File: src/rtl/pipe_pkg.sv
// Shared definitions for the parametrised pipeline register chain.
// Holds the depth limit, the per-cell handshake state encoding and a
// constant-evaluable clog2 used to size the occupancy counter.
package pipe_pkg;

  localparam int PIPE_MAX_DEPTH = 8;

  // Per-cell handshake state. BOTH is only reachable when the skid
  // register exists; without it a cell is either EMPTY or MAIN.
  typedef enum logic [1:0] {
    EMPTY = 2'd0,
    MAIN  = 2'd1,
    BOTH  = 2'd2
  } cell_state_e;

  // Ceiling log2, usable in parameter/localparam expressions.
  // clog2(1)=0, clog2(2)=1, clog2(5)=3, clog2(17)=5.
  function automatic int clog2(input int value);
    int r;
    r = 0;
    for (int i = 0; i < 32; i++) begin
      if ((longint'(1) << i) < longint'(value)) begin
        r = i + 1;
      end
    end
    return r;
  endfunction

endpackage

File: src/rtl/pipe_stage_cell.sv
// One stage of the pipeline register chain.
// Handshake: a transfer happens on the rising edge where valid and ready
// are both high on the same link; valid never depends on ready, and a
// presented entry stays stable until it is taken.
// Build option PIPE_STAGE_CHAIN_SKID_EN adds a skid register so that the
// upstream ready is a pure register output (ready = !skid valid); without
// it ready is !valid || downstream ready, a combinational path.
// Flush empties the cell on the next edge and wins over any transfer;
// payload registers keep their contents on flush.
module pipe_stage_cell
  import pipe_pkg::*;
#(
  parameter int WIDTH = 64
) (
  input  logic             clk_i,
  input  logic             rst_i,
  input  logic             flush_i,
  input  logic             up_valid_i,
  output logic             up_ready_o,
  input  logic [WIDTH-1:0] up_data_i,
  input  logic             dn_ready_i,
  output logic [WIDTH-1:0] dn_data_o,
  output cell_state_e      state_o
);

  cell_state_e      state_q;
  logic [WIDTH-1:0] main_q;
  logic             accept;
  logic             drain;

  // The main register is always the entry presented downstream.
  assign state_o   = state_q;
  assign dn_data_o = main_q;
  assign accept    = up_valid_i && up_ready_o;
  assign drain     = (state_q != EMPTY) && dn_ready_i;

`ifdef PIPE_STAGE_CHAIN_SKID_EN

  logic [WIDTH-1:0] skid_q;

  // Ready comes straight from state: only a full skid blocks the input.
  assign up_ready_o = (state_q != BOTH);

  // Cell FSM with main and skid registers; flush empties both.
  always_ff @(posedge clk_i or posedge rst_i) begin
    if (rst_i) begin
      state_q <= EMPTY;
      main_q  <= '0;
      skid_q  <= '0;
    end else if (flush_i) begin
      state_q <= EMPTY;
    end else begin
      case (state_q)
        EMPTY: begin
          if (accept) begin
            main_q  <= up_data_i;
            state_q <= MAIN;
          end
        end
        MAIN: begin
          if (accept && drain) begin
            main_q <= up_data_i;
          end else if (accept) begin
            // Downstream stalled: park the new entry behind the head.
            skid_q  <= up_data_i;
            state_q <= BOTH;
          end else if (drain) begin
            state_q <= EMPTY;
          end
        end
        BOTH: begin
          if (drain) begin
            main_q  <= skid_q;
            state_q <= MAIN;
          end
        end
        default: begin
          state_q <= EMPTY;
        end
      endcase
    end
  end

`else

  // Accept when empty, or when the held entry leaves this same edge.
  assign up_ready_o = (state_q == EMPTY) || dn_ready_i;

  // Cell FSM with a single register; flush empties it.
  always_ff @(posedge clk_i or posedge rst_i) begin
    if (rst_i) begin
      state_q <= EMPTY;
      main_q  <= '0;
    end else if (flush_i) begin
      state_q <= EMPTY;
    end else begin
      case (state_q)
        EMPTY: begin
          if (accept) begin
            main_q  <= up_data_i;
            state_q <= MAIN;
          end
        end
        MAIN: begin
          if (accept) begin
            // Accept in MAIN implies the head drained this edge.
            main_q <= up_data_i;
          end else if (drain) begin
            state_q <= EMPTY;
          end
        end
        default: begin
          state_q <= EMPTY;
        end
      endcase
    end
  end

`endif

endmodule

File: src/rtl/pipe_stage_chain.sv
// Parametrised chain of DEPTH pipeline register stages of WIDTH bits with a
// valid/ready handshake per stage, synchronous flush and a registered
// occupancy count. DEPTH=1 behaves as a plain pipeline register.
// Handshake: input transfer when in_valid_i && in_ready_o, output transfer
// when out_valid_o && out_ready_i, both on the same rising edge; a held
// head entry stays stable while out_ready_i is low.
// Build option macro PIPE_STAGE_CHAIN_SKID_EN: each stage gains a skid
// register (capacity 2*DEPTH, registered ready per stage); undefined gives
// one register per stage (capacity DEPTH, combinational ready chain).
module pipe_stage_chain
  import pipe_pkg::*;
#(
  parameter int WIDTH = 64,
  parameter int DEPTH = 1,
  parameter int OCC_W = 4
) (
  input  logic             clk_i,
  input  logic             rst_i,
  input  logic             flush_i,
  input  logic             in_valid_i,
  output logic             in_ready_o,
  input  logic [WIDTH-1:0] in_data_i,
  output logic             out_valid_o,
  input  logic             out_ready_i,
  output logic [WIDTH-1:0] out_data_o,
  output logic [OCC_W-1:0] occupancy_o
);

`ifdef PIPE_STAGE_CHAIN_SKID_EN
  localparam int CAPACITY = 2 * DEPTH;
`else
  localparam int CAPACITY = DEPTH;
`endif
  localparam int OCC_MIN = clog2(CAPACITY + 1);

  // Elaboration-time guards on the configuration.
  if (DEPTH < 1 || DEPTH > PIPE_MAX_DEPTH) begin : g_bad_depth
    $error("pipe_stage_chain: DEPTH must be 1..%0d", PIPE_MAX_DEPTH);
  end
  if (OCC_W < OCC_MIN) begin : g_bad_occ_w
    $error("pipe_stage_chain: OCC_W must be at least %0d", OCC_MIN);
  end

  logic             in_fire;
  logic             out_fire;
  logic [OCC_W-1:0] occ_q;
  logic [OCC_W-1:0] occ_d;

  // Each generate block owns its own link signals so the ready chain is a
  // set of distinct nets rather than one self-referencing vector.
  for (genvar k = 0; k < DEPTH; k++) begin : g_cell
    logic             up_valid;
    logic             up_ready;
    logic [WIDTH-1:0] up_data;
    logic             dn_ready;
    logic [WIDTH-1:0] dn_data;
    cell_state_e      state;

    if (k == 0) begin : g_head_in
      assign up_valid = in_fire;
      assign up_data  = in_data_i;
    end else begin : g_link_in
      assign up_valid = (g_cell[k-1].state != EMPTY);
      assign up_data  = g_cell[k-1].dn_data;
    end

    if (k == DEPTH - 1) begin : g_tail_out
      assign dn_ready = out_ready_i;
    end else begin : g_link_out
      assign dn_ready = g_cell[k+1].up_ready;
    end

    pipe_stage_cell #(
      .WIDTH (WIDTH)
    ) u_cell (
      .clk_i      (clk_i),
      .rst_i      (rst_i),
      .flush_i    (flush_i),
      .up_valid_i (up_valid),
      .up_ready_o (up_ready),
      .up_data_i  (up_data),
      .dn_ready_i (dn_ready),
      .dn_data_o  (dn_data),
      .state_o    (state)
    );
  end

  // Input is refused during reset and in a flush cycle.
  assign in_ready_o  = g_cell[0].up_ready && !flush_i && !rst_i;
  assign in_fire     = in_valid_i && in_ready_o;
  assign out_valid_o = (g_cell[DEPTH-1].state != EMPTY);
  assign out_data_o  = g_cell[DEPTH-1].dn_data;
  assign out_fire    = out_valid_o && out_ready_i;
  assign occupancy_o = occ_q;

  // Occupancy next value: flush clears, otherwise +accepted -delivered.
  always_comb begin
    occ_d = occ_q;
    if (flush_i) begin
      occ_d = '0;
    end else begin
      occ_d = occ_q + OCC_W'(in_fire) - OCC_W'(out_fire);
    end
  end

  // Occupancy register.
  always_ff @(posedge clk_i or posedge rst_i) begin
    if (rst_i) begin
      occ_q <= '0;
    end else begin
      occ_q <= occ_d;
    end
  end

endmodule
File: config.mk
export PLATFORM = sky130hd
export DESIGN_NAME = pipe_stage_chain
export DESIGN_NICKNAME = d
export VERILOG_FILES = /design/src/rtl/pipe_pkg.sv /design/src/rtl/pipe_stage_cell.sv /design/src/rtl/pipe_stage_chain.sv
export SDC_FILE = /design/constraint.sdc
export NUM_CORES = 1
export LEC_CHECK = 0
export CAP_MARGIN = 5
export CORE_MARGIN = 2
export CORE_UTILIZATION = 30
export DETAILED_ROUTE_END_ITERATION = 8
export DONT_BUFFER_PORTS = 1
export MAX_ROUTING_LAYER = met4
export PLACE_DENSITY = 0.43
export REMOVE_ABC_BUFFERS = 1
export SKIP_CTS_REPAIR_TIMING = 1
export SKIP_LAST_GASP = 1
export SLEW_MARGIN = 20
export SYNTH_ARGS = -nofsm -noshare
export SYNTH_HDL_FRONTEND = slang
export SYNTH_HIERARCHICAL = 1
export SYNTH_SLANG_ARGS = --single-unit
File: constraint.sdc
create_clock -name clk_i -period 2 [get_ports clk_i]
set_input_delay 0.4 -clock clk_i [delete_from_list [all_inputs] [get_ports clk_i]]
set_output_delay 0.4 -clock clk_i [all_outputs]
set_load 0.01 [all_outputs]
# After elaboration in Yosys (flattened, before gate mapping)
# Index checks and enable logic that the tools add are counted.
# op_classes
shift,0
mul,0
add_sub_neg,2
mux,6
bitwise,1
n_eq_ne,4
magnitude_cmp,0
div_mod_pow,0
reduce_logical,13
# op_table
operator,count
2-bit 2-to-1 mux,4
3-bit != test (second input constant),2
3-bit AND reduction,2
1-bit logical AND,5
4-bit by 1-bit adder with 4-bit output,1
4-bit 2-to-1 mux,1
2-bit one-hot mux with 2 select lines,1
4-bit by 1-bit subtractor with 4-bit output,1
3-bit by 2-bit != test with 1-bit output (second input constant),1
2-bit by 1-bit == test with 1-bit output (second input constant),1
1-bit zero test,2
2-bit zero test,1
2-bit nonzero test,1
2-bit OR reduction,1
1-bit logical OR,1
1-bit inverter,1
# totals
out_inout_bits,70
ramBits,0
romBits,0
wordCells,29
regBits,70
in_bits,69
memories,0
latch_bits,0

# Depth between registers and ports, before layout
# depth
depth_word,9
mapped_depth,11
depth_no_buf,11

# By module
# Netlist, hierarchy kept.
# by_module_without_submodules
module,n_inst,area_each_um2,cells_per_inst,seq_area_each_um2
pipe_stage_cell,1,2756.4,144,1626.6
pipe_stage_chain,1,290.3,29,100.1

# Worst setup path before layout
# Ideal clock, no wire load.
# synth_timing
path_kind,register to register
startpoint,register g_cell[0].u_cell.state_q[0]
endpoint,"register occ_q[1], in the netlist occupancy_o[1]"
synth_period_minus_slack_ns,2.131
t_required_ns,1.882
setup_slack_ns,-0.131
arrival_ns,2.013
stages_incl_launch_ff,11
setup_time_ns,0.118
path_buffers,0
path_cell_list,dfrtp_1 -> nor2b_4 -> inv_1 -> nor3b_2 -> and2_4 -> inv_2 -> ha_1 -> inv_1 -> ha_1 -> fa_1 -> and2b_1
# synth_via
elab_chain_len,8
elab_cells_between_ends,10
cone_classes,add/sub: 2; mux: 1; reduce/logical: 7
# synth_rtl
element,line,text
from (decl),pipe_stage_cell.sv:26,cell_state_e state_q;
from (signal assigned),pipe_stage_cell.sv:92,state_q <= EMPTY;
from (signal assigned),pipe_stage_cell.sv:95,state_q <= EMPTY;
from (signal assigned),pipe_stage_cell.sv:101,state_q <= MAIN;
2-bit zero test,pipe_stage_cell.sv:87,assign up_ready_o = (state_q == EMPTY) || dn_ready_i;
1-bit logical OR,pipe_stage_cell.sv:87,
named net g_cell[0].up_ready,pipe_stage_chain.sv:53,logic up_ready;
1-bit logical AND (2 in a row),pipe_stage_chain.sv:89,assign in_ready_o = g_cell[0].up_ready && !flush_i && !rst_i;
named net in_ready_o,pipe_stage_chain.sv:21,"output logic in_ready_o,"
1-bit logical AND,pipe_stage_chain.sv:90,assign in_fire = in_valid_i && in_ready_o;
named net g_cell[0].up_valid,pipe_stage_chain.sv:52,logic up_valid;
4-bit by 1-bit adder with 4-bit output,pipe_stage_chain.sv:102,occ_d = occ_q + OCC_W'(in_fire) - OCC_W'(out_fire);
4-bit by 1-bit subtractor with 4-bit output,pipe_stage_chain.sv:102,
4-bit 2-to-1 mux,pipe_stage_chain.sv:99,if (flush_i) begin
named net occ_d[1],pipe_stage_chain.sv:47,logic [OCC_W-1:0] occ_d;
to (signal assigned),pipe_stage_chain.sv:109,occ_q <= '0;
to (signal assigned),pipe_stage_chain.sv:111,occ_q <= occ_d;
to (decl),pipe_stage_chain.sv:46,logic [OCC_W-1:0] occ_q;
# The timed path passes the listed nets, and every way through them passes these cells.
# A chain may end at the register's enable or synchronous reset.

# Worst setup path after layout
# layout_timing
startpoint,register g_cell[0].u_cell.state_q[0]
endpoint,"register occ_q[2], in the netlist occupancy_o[2]"
# layout_via
elab_chain_len,8
elab_cells_between_ends,10
cone_classes,add/sub: 2; mux: 1; reduce/logical: 7
# layout_rtl
element,line
2-bit zero test,pipe_stage_cell.sv:87
1-bit logical OR,pipe_stage_cell.sv:87
named net g_cell[0].up_ready,pipe_stage_chain.sv:53
1-bit logical AND (2 in a row),pipe_stage_chain.sv:89
1-bit logical AND,pipe_stage_chain.sv:90
named net g_cell[0].up_valid,pipe_stage_chain.sv:52
4-bit by 1-bit adder with 4-bit output,pipe_stage_chain.sv:102
4-bit by 1-bit subtractor with 4-bit output,pipe_stage_chain.sv:102
4-bit 2-to-1 mux,pipe_stage_chain.sv:99
named net occ_d[2],pipe_stage_chain.sv:47
# The timed path passes the listed nets, and every way through them passes these cells.

==> out/qor.txt <==
Yosys reg bits: 69
Hold slack: 0.02638 ns
RSZ-0062 raised after global routing: true
Crit-path slowest cell: fa_2
Worst path cell trace: nor2b_4 -> inv_2 -> nor3b_4 -> and2_4 -> inv_2 -> ha_4 -> inv_2 -> ha_4 -> fa_2 -> xnor2_2 -> nor2_1
Final worst slack: -0.1402 ns
Clk_skew: 0.01216 ns
Initial antenna violation count: 0
Max Root-Sink Buffers: 2
DR WL/cell: 19.38 um
Die width: 104.8 um
1st-pass router iterations: 3
Area occupied by multi-input gates: 0.001214 mm2
Comb power frac: 0.167
Clock Root Buffer: clkbuf_8
Reg clk slew, reported paths: 0.08 ns
Failing checks: setup timing
Reg area: 0.001727 mm2
Worst hold path class: in -> async
Core Rows: 36
Setup-failing EPs final: 51
Int Pwr: 3.192 mW
Dominant cell type by area after synthesis: dfrtp_1
Crit path kind: reg -> reg
Antenna cell count: 0
Final instance area: 0.003717 mm2
Vias: 1487
Core Area: 0.009819 mm2
Share of cells above drive strength 1: 0.5616
Number of unique standard cell types used by synthesis: 22
Initial DRC count: 31
Sequential area share after synthesis: 0.5667
Slowest stage delay, CP: 0.39 ns
Gp weighted congestion: 0.6897
PortBufs: 0
Final period util: 1.070
Remaining global-route overflow: 0
Tmin final: 2.140 ns
GRT Total Usage: 0.1055
P&R area growth vs syn: 22.01%
DRT antenna net count: 0
CTS tree: yes
# clock sinks: 69
CP Max Fanout: 2
Fmax: 0.4672 GHz
CP dominant cell by count: inv_2
Post-Place Cell Area: 0.003188 mm2
P_leak: 1.686 nW
Required time worst endpoint: 2.27 ns
Mapped Area: 0.003047 mm2
Max IR drop VDD: 404.9 uV
Sw frac: 0.2708
Clock latency on the worst-skew pair: 0.34 ns
Die area: 0.01098 mm2
Die height: 104.8 um
Final net count: 272
Ys Warns: 6
Sequential fraction of design power: 0.488
PD cells: 1177 mW/mm2
Synth Area per Inst: 17.61 um2
DRC Markers: 0
CTS Buf Count: 9
Ports: 139
H-tree Lvls: 3
Data arrival time of the critical path: 2.41 ns
Via density: 4.426
Fillers: 967
CP Capture Type: register
First-pass GRT wire length: 8.749 mm
Outcome: finished, violations left
Max cap viols: 0
Initial Util: 0.3103
Vias in the first global route: 1592
Delay-heaviest family, CP: adder cells
Setup TNS Final: -1.446 ns
Syn Inst Count: 173
Net switching power: 1.186 mW
Clock power frac: 0.345
Total Wirelength: 6.513 mm
HPWL Detailed: 4.014 mm
CP Buf/Inv Count: 3
Largest net degree at the start of global routing: 35
Slew Limit Fails: 0
Hold Fails Final Rpt: 0
Crit path launch type: register
Synth top area cells: dfrtp_1 (57%), mux2_4 (30%), buf_12 (3.9%), ha_1 (1.6%), mux2_2 (1.5%)
Synth top area share: 0.5667
==> worst register-to-register path, cell delays in order, from the launching register on <==
cell	delay, ns
dfrtp_1	0.38
nor2b_4	0.13
inv_2	0.04
nor3b_4	0.19
and2_4	0.18
inv_2	0.04
ha_4	0.25
inv_2	0.04
ha_4	0.15
fa_2	0.39
xnor2_2	0.15
nor2_1	0.13
==> layer usage <==
| metal | share of wire | up-vias | track usage |
|---|---|---|---|
| met5 | 0 | - | - |
| met4 | 0.011 | 0 | 0.05429 |
| met3 | 0.085 | 10 | 0.03493 |
| met2 | 0.51 | 99 | 0.1586 |
| met1 | 0.39 | 740 | 0.1262 |
| li1 | - | 638 | - |
==> registers in the layout, indices dropped and copies added, names as in the netlist <==
signal                   count
occupancy_o                  4
g_cell.u_cell/dn_data_o     64
g_cell.u_cell/state_o        1
==> power by group through the flow <==
| stage | logic (mW) | registers, mW | clock network (mW) |
|---|---|---|---|
| floorplan | 0.583 | 2.07 | 0 |
| global placement | 0.625 | 2.17 | 0 |
| detailed placement | 0.664 | 2.16 | 0 |
| CTS | 0.664 | 2.14 | 1.57 |
| global route | 0.790 | 2.18 | 1.63 |
| finish | 0.729 | 2.14 | 1.51 |
==> per-stage QoR <==
step | total power, mW | setup slack, ns | std cells | utilization
3_3_place_gp | 2.795 | -0.03077 | 309 | 0.3247
4_1_cts | 4.375 | -0.1642 | 325 | 0.3522
6_report | 4.377 | -0.1402 | 336 | 0.3786
5_1_grt | 4.600 | -0.2017 | 336 | 0.3786
2_1_floorplan | 2.655 | -3.475 | 165 | -
3_5_place_dp | 2.821 | -0.1405 | 309 | 0.3247
==> cell families after synthesis <==
logic type | after synthesis | synth area share
multiplexers | 64 | 0.3105
AO/OA/AOI/OAI | 3 | 0.005751
XOR/XNOR | 2 | 0.005751
AND/OR/NAND/NOR | 13 | 0.03162
buffers and inverters | 16 | 0.05544
other | 1 | 0.001231
adder cells (fa/ha/maj) | 5 | 0.02300
flip-flops | 69 | 0.5667
==> cells in the mapped netlist <==
master / instances
nand3_1: 2
conb_1: 1
mux2_4: 60
buf_4: 1
mux2_2: 4
fa_1: 1
a21oi_1: 2
inv_1: 7
ha_1: 4
inv_2: 1
nor2b_4: 1
buf_12: 6
nor3b_2: 2
buf_6: 1
and2_1: 1
or2_2: 1
xnor2_1: 2
and2_4: 1
nor2_1: 3
dfrtp_1: 69
a21o_1: 1
and2b_1: 2
==> layout by cell type, fill, tap and decap left out, types with 3 or more instances in the layout <==
| cell type | n |
|---|---|
| inv_2 | 4 |
| nor2_1 | 3 |
| inv_1 | 4 |
| clkbuf_8 | 9 |
| mux2_4 | 64 |
| bufinv_16 | 4 |
| buf_4 | 11 |
| clkbuf_16 | 4 |
| dfrtp_1 | 69 |
==> layout make-up <==
type | count | area share
sequential | 69 | 0.4645
tap | 133 | 0.04477
clock inverter | 7 | 0.03938
clock buffer | 9 | 0.03332
multi-input combinational | 88 | 0.3265
inverter | 8 | 0.008078
timing repair buffer | 22 | 0.08347
==> path summary, 6_finish.rpt <==
check,end,startpoint,slack [ns],cells after the start
setup / recovery,occupancy_o[2],g_cell[0].u_cell/state_o[0],-0.14,11
hold / removal,g_cell[0].u_cell/dn_data_o[51],rst_i,0.03,2
setup reg to reg,occupancy_o[2],g_cell[0].u_cell/state_o[0],-0.14,11
hold reg to reg,g_cell[0].u_cell/dn_data_o[40],g_cell[0].u_cell/dn_data_o[40],0.59,1
max in group asynchronous,occupancy_o[0],rst_i,1.47,2
min in group clk_i,occupancy_o[3],flush_i,0.11,1
(Power assumes the default switching activity.)
